<file path="config.mk">
export PLATFORM = sky130hd
export DESIGN_NAME = aes_trace_sequencer
export DESIGN_NICKNAME = d
export VERILOG_FILES = /design/src/rtl/aes_trace_sequencer.sv
export SDC_FILE = /design/constraint.sdc
export NUM_CORES = 1
export LEC_CHECK = 0
export ABC_AREA = 1
export ABC_CLOCK_PERIOD_IN_PS = 4510
export CAP_MARGIN = 25
export CORE_AREA = 2 2 312 314
export CTS_CLUSTER_DIAMETER = 50
export DETAILED_ROUTE_END_ITERATION = 7
export DIE_AREA = 0 0 314 316
export PLACE_DENSITY = 0.52
export SYNTH_ARGS = -nofsm -noshare
export SYNTH_HDL_FRONTEND = slang
export SYNTH_SLANG_ARGS = --single-unit
</file>
<file path="constraint.sdc">
create_clock -name AES_clk -period 4.51 [get_ports AES_clk]
set_input_delay 0.451 -clock AES_clk [delete_from_list [all_inputs] [get_ports AES_clk]]
set_output_delay 0.451 -clock AES_clk [all_outputs]
set_load 0.05 [all_outputs]
</file>
<file path="src/rtl/aes_trace_sequencer.sv">
// Trace-acquisition sequencer: feeds AES_top fixed or LFSR-derived plaintexts, pulses the
// scope trigger per encryption, captures the first ciphertext of each trace and drives decoy data between traces.
module aes_trace_sequencer #(
  parameter int          DATA_W     = 128,
  parameter int          KEY_W      = 128,
  parameter int          NUM_TRACES = 16,
  parameter int          EN_HOLD    = 51,
  parameter int          GAP_CYCLES = 15,
  parameter logic [31:0] LFSR_SEED  = 32'hACE1_2468
) (
  input  logic              AES_clk,
  input  logic              AES_rst,
  input  logic              start,
  input  logic              mode,
  input  logic [DATA_W-1:0] fixed_data,
  input  logic [KEY_W-1:0]  key_cfg,
  output logic              AES_en,
  output logic [DATA_W-1:0] AES_data_in,
  output logic [KEY_W-1:0]  AES_key_in,
  input  logic              AES_data_out_valid,
  input  logic [DATA_W-1:0] AES_data_out,
  output logic              trig,
  output logic              cap_valid,
  output logic [DATA_W-1:0] cap_data,
  output logic [15:0]       trace_idx,
  output logic              busy,
  output logic              done,
  output logic [15:0]       miss_cnt
);

  localparam int CNT_MAX = (EN_HOLD > GAP_CYCLES) ? EN_HOLD : GAP_CYCLES;
  localparam int CNT_W   = $clog2(CNT_MAX + 1);

  localparam logic [CNT_W-1:0] RUN_LAST = CNT_W'(EN_HOLD - 1);
  localparam logic [CNT_W-1:0] GAP_LAST = CNT_W'(GAP_CYCLES - 1);
  localparam logic [15:0]      IDX_LAST = 16'(NUM_TRACES - 1);

  typedef enum logic [2:0] {
    S_IDLE,
    S_LOAD,
    S_RUN,
    S_GAP,
    S_DONE
  } state_e;

  state_e              state_q;
  logic                mode_q;
  logic [CNT_W-1:0]    cnt_q;
  logic                got_q;
  logic [31:0]         lfsr_q;
  logic [31:0]         lfsr_d;
  logic [DATA_W-1:0]   nz_q;
  logic [DATA_W-1:0]   nz_d;

  logic                en_q;
  logic [DATA_W-1:0]   data_in_q;
  logic [KEY_W-1:0]    key_in_q;
  logic                trig_q;
  logic                cap_valid_q;
  logic [DATA_W-1:0]   cap_data_q;
  logic [15:0]         trace_idx_q;
  logic                busy_q;
  logic                done_q;
  logic [15:0]         miss_q;

  // Taps 32, 22, 2, 1 of x^32+x^22+x^2+x+1, Fibonacci form.
  assign lfsr_d = {lfsr_q[30:0], lfsr_q[31] ^ lfsr_q[21] ^ lfsr_q[1] ^ lfsr_q[0]};

  generate
    if (DATA_W > 32) begin : g_nz_wide
      assign nz_d = {nz_q[DATA_W-33:0], lfsr_q};
    end else begin : g_nz_narrow
      assign nz_d = lfsr_q;
    end
  endgenerate

  always_ff @(posedge AES_clk) begin
    // NOTE: non-blocking assignments throughout, so every branch below reads pre-edge values.
    if (AES_rst) begin
      state_q     <= S_IDLE;
      mode_q      <= 1'b0;
      cnt_q       <= '0;
      got_q       <= 1'b0;
      lfsr_q      <= LFSR_SEED;
      nz_q        <= '0;
      en_q        <= 1'b0;
      data_in_q   <= '0;
      key_in_q    <= '0;
      trig_q      <= 1'b0;
      cap_valid_q <= 1'b0;
      cap_data_q  <= '0;
      trace_idx_q <= '0;
      busy_q      <= 1'b0;
      done_q      <= 1'b0;
      miss_q      <= '0;
    end else begin
      trig_q      <= 1'b0;
      cap_valid_q <= 1'b0;
      done_q      <= 1'b0;

      // Noise source free-runs only while a run is in progress.
      if (state_q != S_IDLE) begin
        lfsr_q <= lfsr_d;
        nz_q   <= nz_d;
      end

      case (state_q)
        S_IDLE: begin
          if (start) begin
            mode_q      <= mode;
            key_in_q    <= key_cfg;
            trace_idx_q <= '0;
            miss_q      <= '0;
            busy_q      <= 1'b1;
            state_q     <= S_LOAD;
          end
        end

        S_LOAD: begin
          data_in_q <= mode_q ? nz_q : fixed_data;
          en_q      <= 1'b1;
          trig_q    <= 1'b1;
          got_q     <= 1'b0;
          cnt_q     <= '0;
          state_q   <= S_RUN;
        end

        S_RUN: begin
          if (AES_data_out_valid && !got_q) begin
            cap_data_q  <= AES_data_out;
            cap_valid_q <= 1'b1;
            got_q       <= 1'b1;
          end
          if (cnt_q == RUN_LAST) begin
            en_q    <= 1'b0;
            cnt_q   <= '0;
            state_q <= S_GAP;
            // A valid on the final RUN cycle still counts as a hit.
            if (!got_q && !AES_data_out_valid && miss_q != 16'hFFFF) begin
              miss_q <= miss_q + 16'd1;
            end
          end else begin
            cnt_q <= cnt_q + 1'b1;
          end
        end

        S_GAP: begin
          data_in_q <= nz_q;
          if (cnt_q == GAP_LAST) begin
            cnt_q <= '0;
            if (trace_idx_q == IDX_LAST) begin
              done_q  <= 1'b1;
              state_q <= S_DONE;
            end else begin
              trace_idx_q <= trace_idx_q + 16'd1;
              state_q     <= S_LOAD;
            end
          end else begin
            cnt_q <= cnt_q + 1'b1;
          end
        end

        S_DONE: begin
          data_in_q <= '0;
          busy_q    <= 1'b0;
          state_q   <= S_IDLE;
        end

        default: state_q <= S_IDLE;
      endcase
    end
  end

  assign AES_en      = en_q;
  assign AES_data_in = data_in_q;
  assign AES_key_in  = key_in_q;
  assign trig        = trig_q;
  assign cap_valid   = cap_valid_q;
  assign cap_data    = cap_data_q;
  assign trace_idx   = trace_idx_q;
  assign busy        = busy_q;
  assign done        = done_q;
  assign miss_cnt    = miss_q;

endmodule

</file>
==> impl_metrics.ini, run 1 <==
[status]
status = complete, no violations

[place]
postPlaceCellArea_mm2 = 0.0301
port_buffers = 809
dp_hpwl_mm = 65.0
gp_congestion = 0.833
dp_cells = 4810
pre_cts_slack_ps = 1850

[cts]
max-clock-path-buffers = 3
holdBufCountCts = 0
post_cts_buffers = 0
cts_sinks = 520
cts_inserted_buffers = 81
clock_latency_ps = 650
cts_resized = 0
cts_tree = built
clkSlewWorstSetupHoldPaths_ps = 60
htree_num_levels = 3
cts-root-buf = clkbuf_16

[global_routing]
antenna_found_initial = 19
grt_overflow = 0
groute.usage.overall_pct = 17.9
grt_pass1_wl_mm = 137
grt_pass1_vias = 21500
grt_max_degree = 131

[worst_setup_path]
regToRegSetupSlack_ps = 1860
r2r_cells = 8
end_kind = flip-flop
critPathArrivalTime_ps = 3220
critical_path_class = flip-flop to flip-flop
crit_fanout = 73
reg2reg_from = state_q[2]
timing.rr.end = AES_data_in[7]
cp-start-kind = flip-flop
required_ps = 5080

[die]
io_pins = 810
start_util_pct = 22.0
core_mm2 = 0.0960
fp.dieW_um = 314
rows = 114
die_area_mm2 = 0.0992
die_h_um = 316

[sta]
whs_ps = 372
fmax_ghz = 0.378
relSlewSlack_pct = 38.9
setup_viol = 0
tightest_slew_ps = 916
fin_ws_ps = 1860
finalCritPeriodShare_pct = 58.7
hold_viol = 0
fin_skew_ps = 31.8
rsz0062_at_grt = false
slew_violations = 0
fin_crit_ps = 2650
tns_ps = 0

[layout]
fill_cells = 10200
final_common_cell = clkdlybuf4s50_1
utilization_pct = 34.3
multiInputGateArea_mm2 = 0.00934
stdcell_area_mm2 = 0.0329
final_cells = 4974
regArea_mm2 = 0.0104
syn2layout_area_growth_pct = 55.9
drive_above_1_share_pct = 5.13
final_cell_mix = 807 x clkdlybuf4s50_1, 775 x nand2_1, 519 x dfxtp_1
nNetsFinal = 4010

[drt]
dr.pass1.iters = 6
routed_via_density = 4.44
via_count = 22100
drtIter0Drc = 1289
wl_mm = 93.0
drc = 0
post_drt_wl_per_cell_um = 18.7
ant_nets = 0

[power]
seqPwrFrac_pct = 28.5
fin_total_pwr_mw = 25.0
peakVddDrop_mv = 0.382
internal_power_mw = 13.5
p_sw_mw = 11.4
p_sw_share_pct = 45.8
cellLeakagePower_nw = 12.9
clkPwrFrac_pct = 26.0
comb_power_share_pct = 45.6
power_density_mw_per_mm2 = 758

[hold_path]
min_to = AES_key_in[3]
hp-class = input pin to flip-flop
min_from = AES_rst
whs_path_depth = 2

[synth]
syn-cell-area_mm2 = 0.0211
ys_warn_count = 0
syn-num-nets = 3320
netlist_instances = 2927
synth-seq-cells = 520
seq_area_frac_synth_pct = 49.3
synth_cell_types = 31
syn_area_per_cell_um2 = 7.22

[flow_run]
cap_violations = 0
==> layer usage <==
metal | vias to the layer above | share of wire [%] | global-route usage [%]
li1 | 11100 | - | -
met1 | 10100 | 40 | 20.4
met2 | 718 | 49 | 30.8
met3 | 131 | 8.5 | 6.59
met4 | 6 | 2.4 | 6.07
met5 | - | 0.044 | 0
==> synth_stat cells, drive strengths merged <==
cell type  number  area (um2)
a31o            1        8.76
nor3b           3        22.5
nand4          10        62.6
a31oi         130         813
o21bai          2        15.0
nor3           12        76.3
nand3         186         931
o211ai          2        15.0
clkbuf        110         413
xor2            5        43.8
inv            93         349
dfxtp         520       10400
nand3b          1        7.51
xnor2           2        17.5
nor2          373        1420
o21ai         357        1790
ha              4        50.1
buf           116         634
nand2         782        2950
a21oi         218        1100
==> cell families after synthesis <==
group / share of synthesized area [%]
buf+inv: 6.61
compound gates: 17.7
flops: 49.3
simple gates: 25.9
fa+ha+maj: 0.237
xor+xnor: 0.290
==> worst max-delay path: stages (launching register included) <==
cell     delay (ps)
dfxtp_1         420
inv_2           100
nand2_2         100
nor2_4           50
a21oi_4         150
buf_4           550
buf_4           750
nand2_1         120
a31oi_1         200
==> worst max path at each step <==
| stage | cells past startpoint | start | endpoint | slack [ps] |
|---|---|---|---|---|
| 2_1_floorplan | 10 | miss_cnt[1] | miss_cnt[13] | 2500 |
| 3_3_place_gp | 8 | state_q[2] | AES_data_in[50] | 1890 |
| 3_5_place_dp | 8 | state_q[2] | AES_data_in[9] | 1850 |
| 4_1_cts | 8 | state_q[2] | AES_data_in[18] | 1900 |
| 5_1_grt | 8 | state_q[2] | AES_data_in[27] | 1640 |
| 6_report | 8 | state_q[2] | AES_data_in[7] | 1860 |
==> power by group through the flow <==
stage / Clock [mW] / Combinational (mW) / Sequential [mW]
floorplan: 0 / 3.95 / 10.6
global placement: 0 / 11.4 / 7.19
detailed placement: 0 / 11.4 / 7.19
CTS: 6.63 / 11.5 / 7.14
global route: 6.82 / 12.2 / 7.30
finish: 6.48 / 11.4 / 7.11
==> cell type report <==
| class | count | share of cell area (%) |
|---|---|---|
| repair buffers | 833 | 25.4 |
| flip-flops and latches | 520 | 31.6 |
| clock buffers | 110 | 7.04 |
| diodes | 13 | 0.0988 |
| inverters | 93 | 1.12 |
| clock inverters | 41 | 1.49 |
| multi-input cells | 2088 | 28.4 |
| well taps | 1276 | 4.85 |
==> flip-flops by register name (all words and copies together) (netlist names), 3 cells and up <==
signal	count
trace_idx	16
AES_data_in	128
nz_q	56
miss_cnt	16
cap_data	128
cnt_q	6
state_q	3
AES_key_in	128
lfsr_q	32
Power figures use the tool's default switching activity.
==> run 2, diff against run 1 <==
--- a/config.mk
+++ b/config.mk
@@ -6,13 +6,13 @@
 export NUM_CORES = 1
 export LEC_CHECK = 0
 export ABC_AREA = 1
-export ABC_CLOCK_PERIOD_IN_PS = 4510
+export ABC_CLOCK_PERIOD_IN_PS = 2600
 export CAP_MARGIN = 25
-export CORE_AREA = 2 2 312 314
+export CORE_AREA = 2 2 316 318
 export CTS_CLUSTER_DIAMETER = 50
 export DETAILED_ROUTE_END_ITERATION = 7
-export DIE_AREA = 0 0 314 316
-export PLACE_DENSITY = 0.52
+export DIE_AREA = 0 0 318 320
+export PLACE_DENSITY = 0.51
 export SYNTH_ARGS = -nofsm -noshare
 export SYNTH_HDL_FRONTEND = slang
 export SYNTH_SLANG_ARGS = --single-unit
==> constraint.sdc (replaced) <==
create_clock -name AES_clk -period 2.6 [get_ports AES_clk]
set_input_delay 0.26 -clock AES_clk [delete_from_list [all_inputs] [get_ports AES_clk]]
set_output_delay 0.26 -clock AES_clk [all_outputs]
set_load 0.05 [all_outputs]
==> impl_metrics.ini, run 2 (synthesized netlist as in run 1, its figures left out) <==
[worst_setup_path]
crit_cells = 1
cpMaxStageDelayCell = clkdlybuf4s50_1
regToRegSetupSlack_ps = 570
max_stage_delay_ps = 890
timing.rr.end = AES_data_in[8]
cp_num_buf_inv = 1
endpoint = trace_idx[9]
crit_chain = clkdlybuf4s50_1
crit_fanout = 7
cp-start-kind = flip-flop
r2r_cells = 8
cpLargestDelayFamily = buffers and inverters
end_kind = output port
critical_path_class = flip-flop to output port
critPathLaunch = trace_idx[9]
critPathArrivalTime_ps = 2030
required_ps = 2340
reg2reg_from = state_q[2]

[sta]
hold_viol = 0
fin_skew_ps = 23.0
setup_viol = 0
tns_ps = 0
slew_violations = 0
whs_ps = 200
finalCritPeriodShare_pct = 87.9
relSlewSlack_pct = 45.4
tightest_slew_ps = 819
fmax_ghz = 0.438
fin_crit_ps = 2290
rsz0062_at_grt = false

[power]
p_sw_share_pct = 44.8
p_sw_mw = 20.2
power_density_mw_per_mm2 = 1340
clkPwrFrac_pct = 27.5
peakVddDrop_mv = 0.700
fin_total_pwr_mw = 45.1
seqPwrFrac_pct = 27.4
comb_power_share_pct = 45.0
internal_power_mw = 24.9
cellLeakagePower_nw = 13.3

[status]
status = complete, no violations

[global_routing]
grt_pass1_wl_mm = 142
antenna_found_initial = 19
groute.usage.overall_pct = 18.2
grt_pass1_vias = 22300
grt_overflow = 0
grt_max_degree = 129

[die]
io_pins = 810
rows = 115
core_mm2 = 0.0980
fp.dieW_um = 318
die_area_mm2 = 0.102
die_h_um = 320
start_util_pct = 21.6

[cts]
post_cts_buffers = 0
max-clock-path-buffers = 3
holdBufCountCts = 2
cts_sinks = 520
clkSlewWorstSetupHoldPaths_ps = 50
cts_inserted_buffers = 85
cts_tree = built
htree_num_levels = 3
cts_resized = 0
cts-root-buf = clkbuf_16
clock_latency_ps = 650

[layout]
multiInputGateArea_mm2 = 0.00934
final_cell_mix = 806 x clkdlybuf4s50_1, 775 x nand2_1, 519 x dfxtp_1
nNetsFinal = 4052
regArea_mm2 = 0.0104
fill_cells = 10300
final_common_cell = clkdlybuf4s50_1
stdcell_area_mm2 = 0.0337
syn2layout_area_growth_pct = 59.5
drive_above_1_share_pct = 6.41

[place]
dp_hpwl_mm = 69.3
postPlaceCellArea_mm2 = 0.0305
gp_congestion = 0.860
port_buffers = 809

[drt]
wl_mm = 96.2
drtIter0Drc = 1492
ant_nets = 0
drc = 0
routed_via_density = 4.47
via_count = 22500
dr.pass1.iters = 7
post_drt_wl_per_cell_um = 19.1

[hold_path]
whs_path_depth = 3
hp-class = input pin to flip-flop

[flow_run]
cap_violations = 0
-- run 2: stage by stage --
step / utilization, % / setup slack [ps] / std cells
floorplan: - / 591 / 2927
global placement: 31.2 / 595 / 4857
detailed placement: 31.2 / 578 / 4857
CTS: 34.4 / 240 / 5016
global route: 34.4 / 237 / 5023
finish: 34.4 / 314 / 5026
-- run 2: routing by layer --
metal / share of wire (%) / global-route usage (%)
met1: 40 / 20.6
met2: 50 / 32.0
met3: 8.0 / 5.83
met4: 2.1 / 6.01
met5: 0 / 0
-- run 2: tightest hold or removal path: cells and delay by family --
| family | cells | cell delay [ps] |
|---|---|---|
| AOI/OAI and AO/OA | 1 | 60 |
| buffers and inverters | 1 | 390 |
| and+or+nand+nor | 1 | 80 |
-- run 2: power by group through the flow --
stage          registers [mW]  logic [mW]  clock network [mW]
2_1_floorplan            18.5        6.85                   0
3_3_place_gp             12.5        20.4                   0
3_5_place_dp             12.5        20.4                   0
4_1_cts                  12.4        20.5                12.7
5_1_grt                  12.7        21.7                13.0
6_report                 12.4        20.3                12.4
-- run 2: worst min path at each step --
stage                            from              end  slack, ps
detailed placement         lfsr_q[23]       lfsr_q[23]        440
global route             key_cfg[120]  AES_key_in[120]        170
floorplan           AES_data_out[122]    cap_data[122]        390
CTS                       key_cfg[14]   AES_key_in[14]        140
global placement           lfsr_q[13]       lfsr_q[13]        430
finish                    key_cfg[39]   AES_key_in[39]        200
-- run 2: layout make-up --
| class | instances | share of cell area, % |
|---|---|---|
| sequential | 520 | 30.9 |
| multi-input combinational | 2088 | 27.7 |
| timing repair buffer | 871 | 26.2 |
| clock buffer | 104 | 7.01 |
| tap | 1287 | 4.78 |
| clock inverter | 53 | 2.21 |
| inverter | 93 | 1.10 |
| antenna | 10 | 0.0743 |
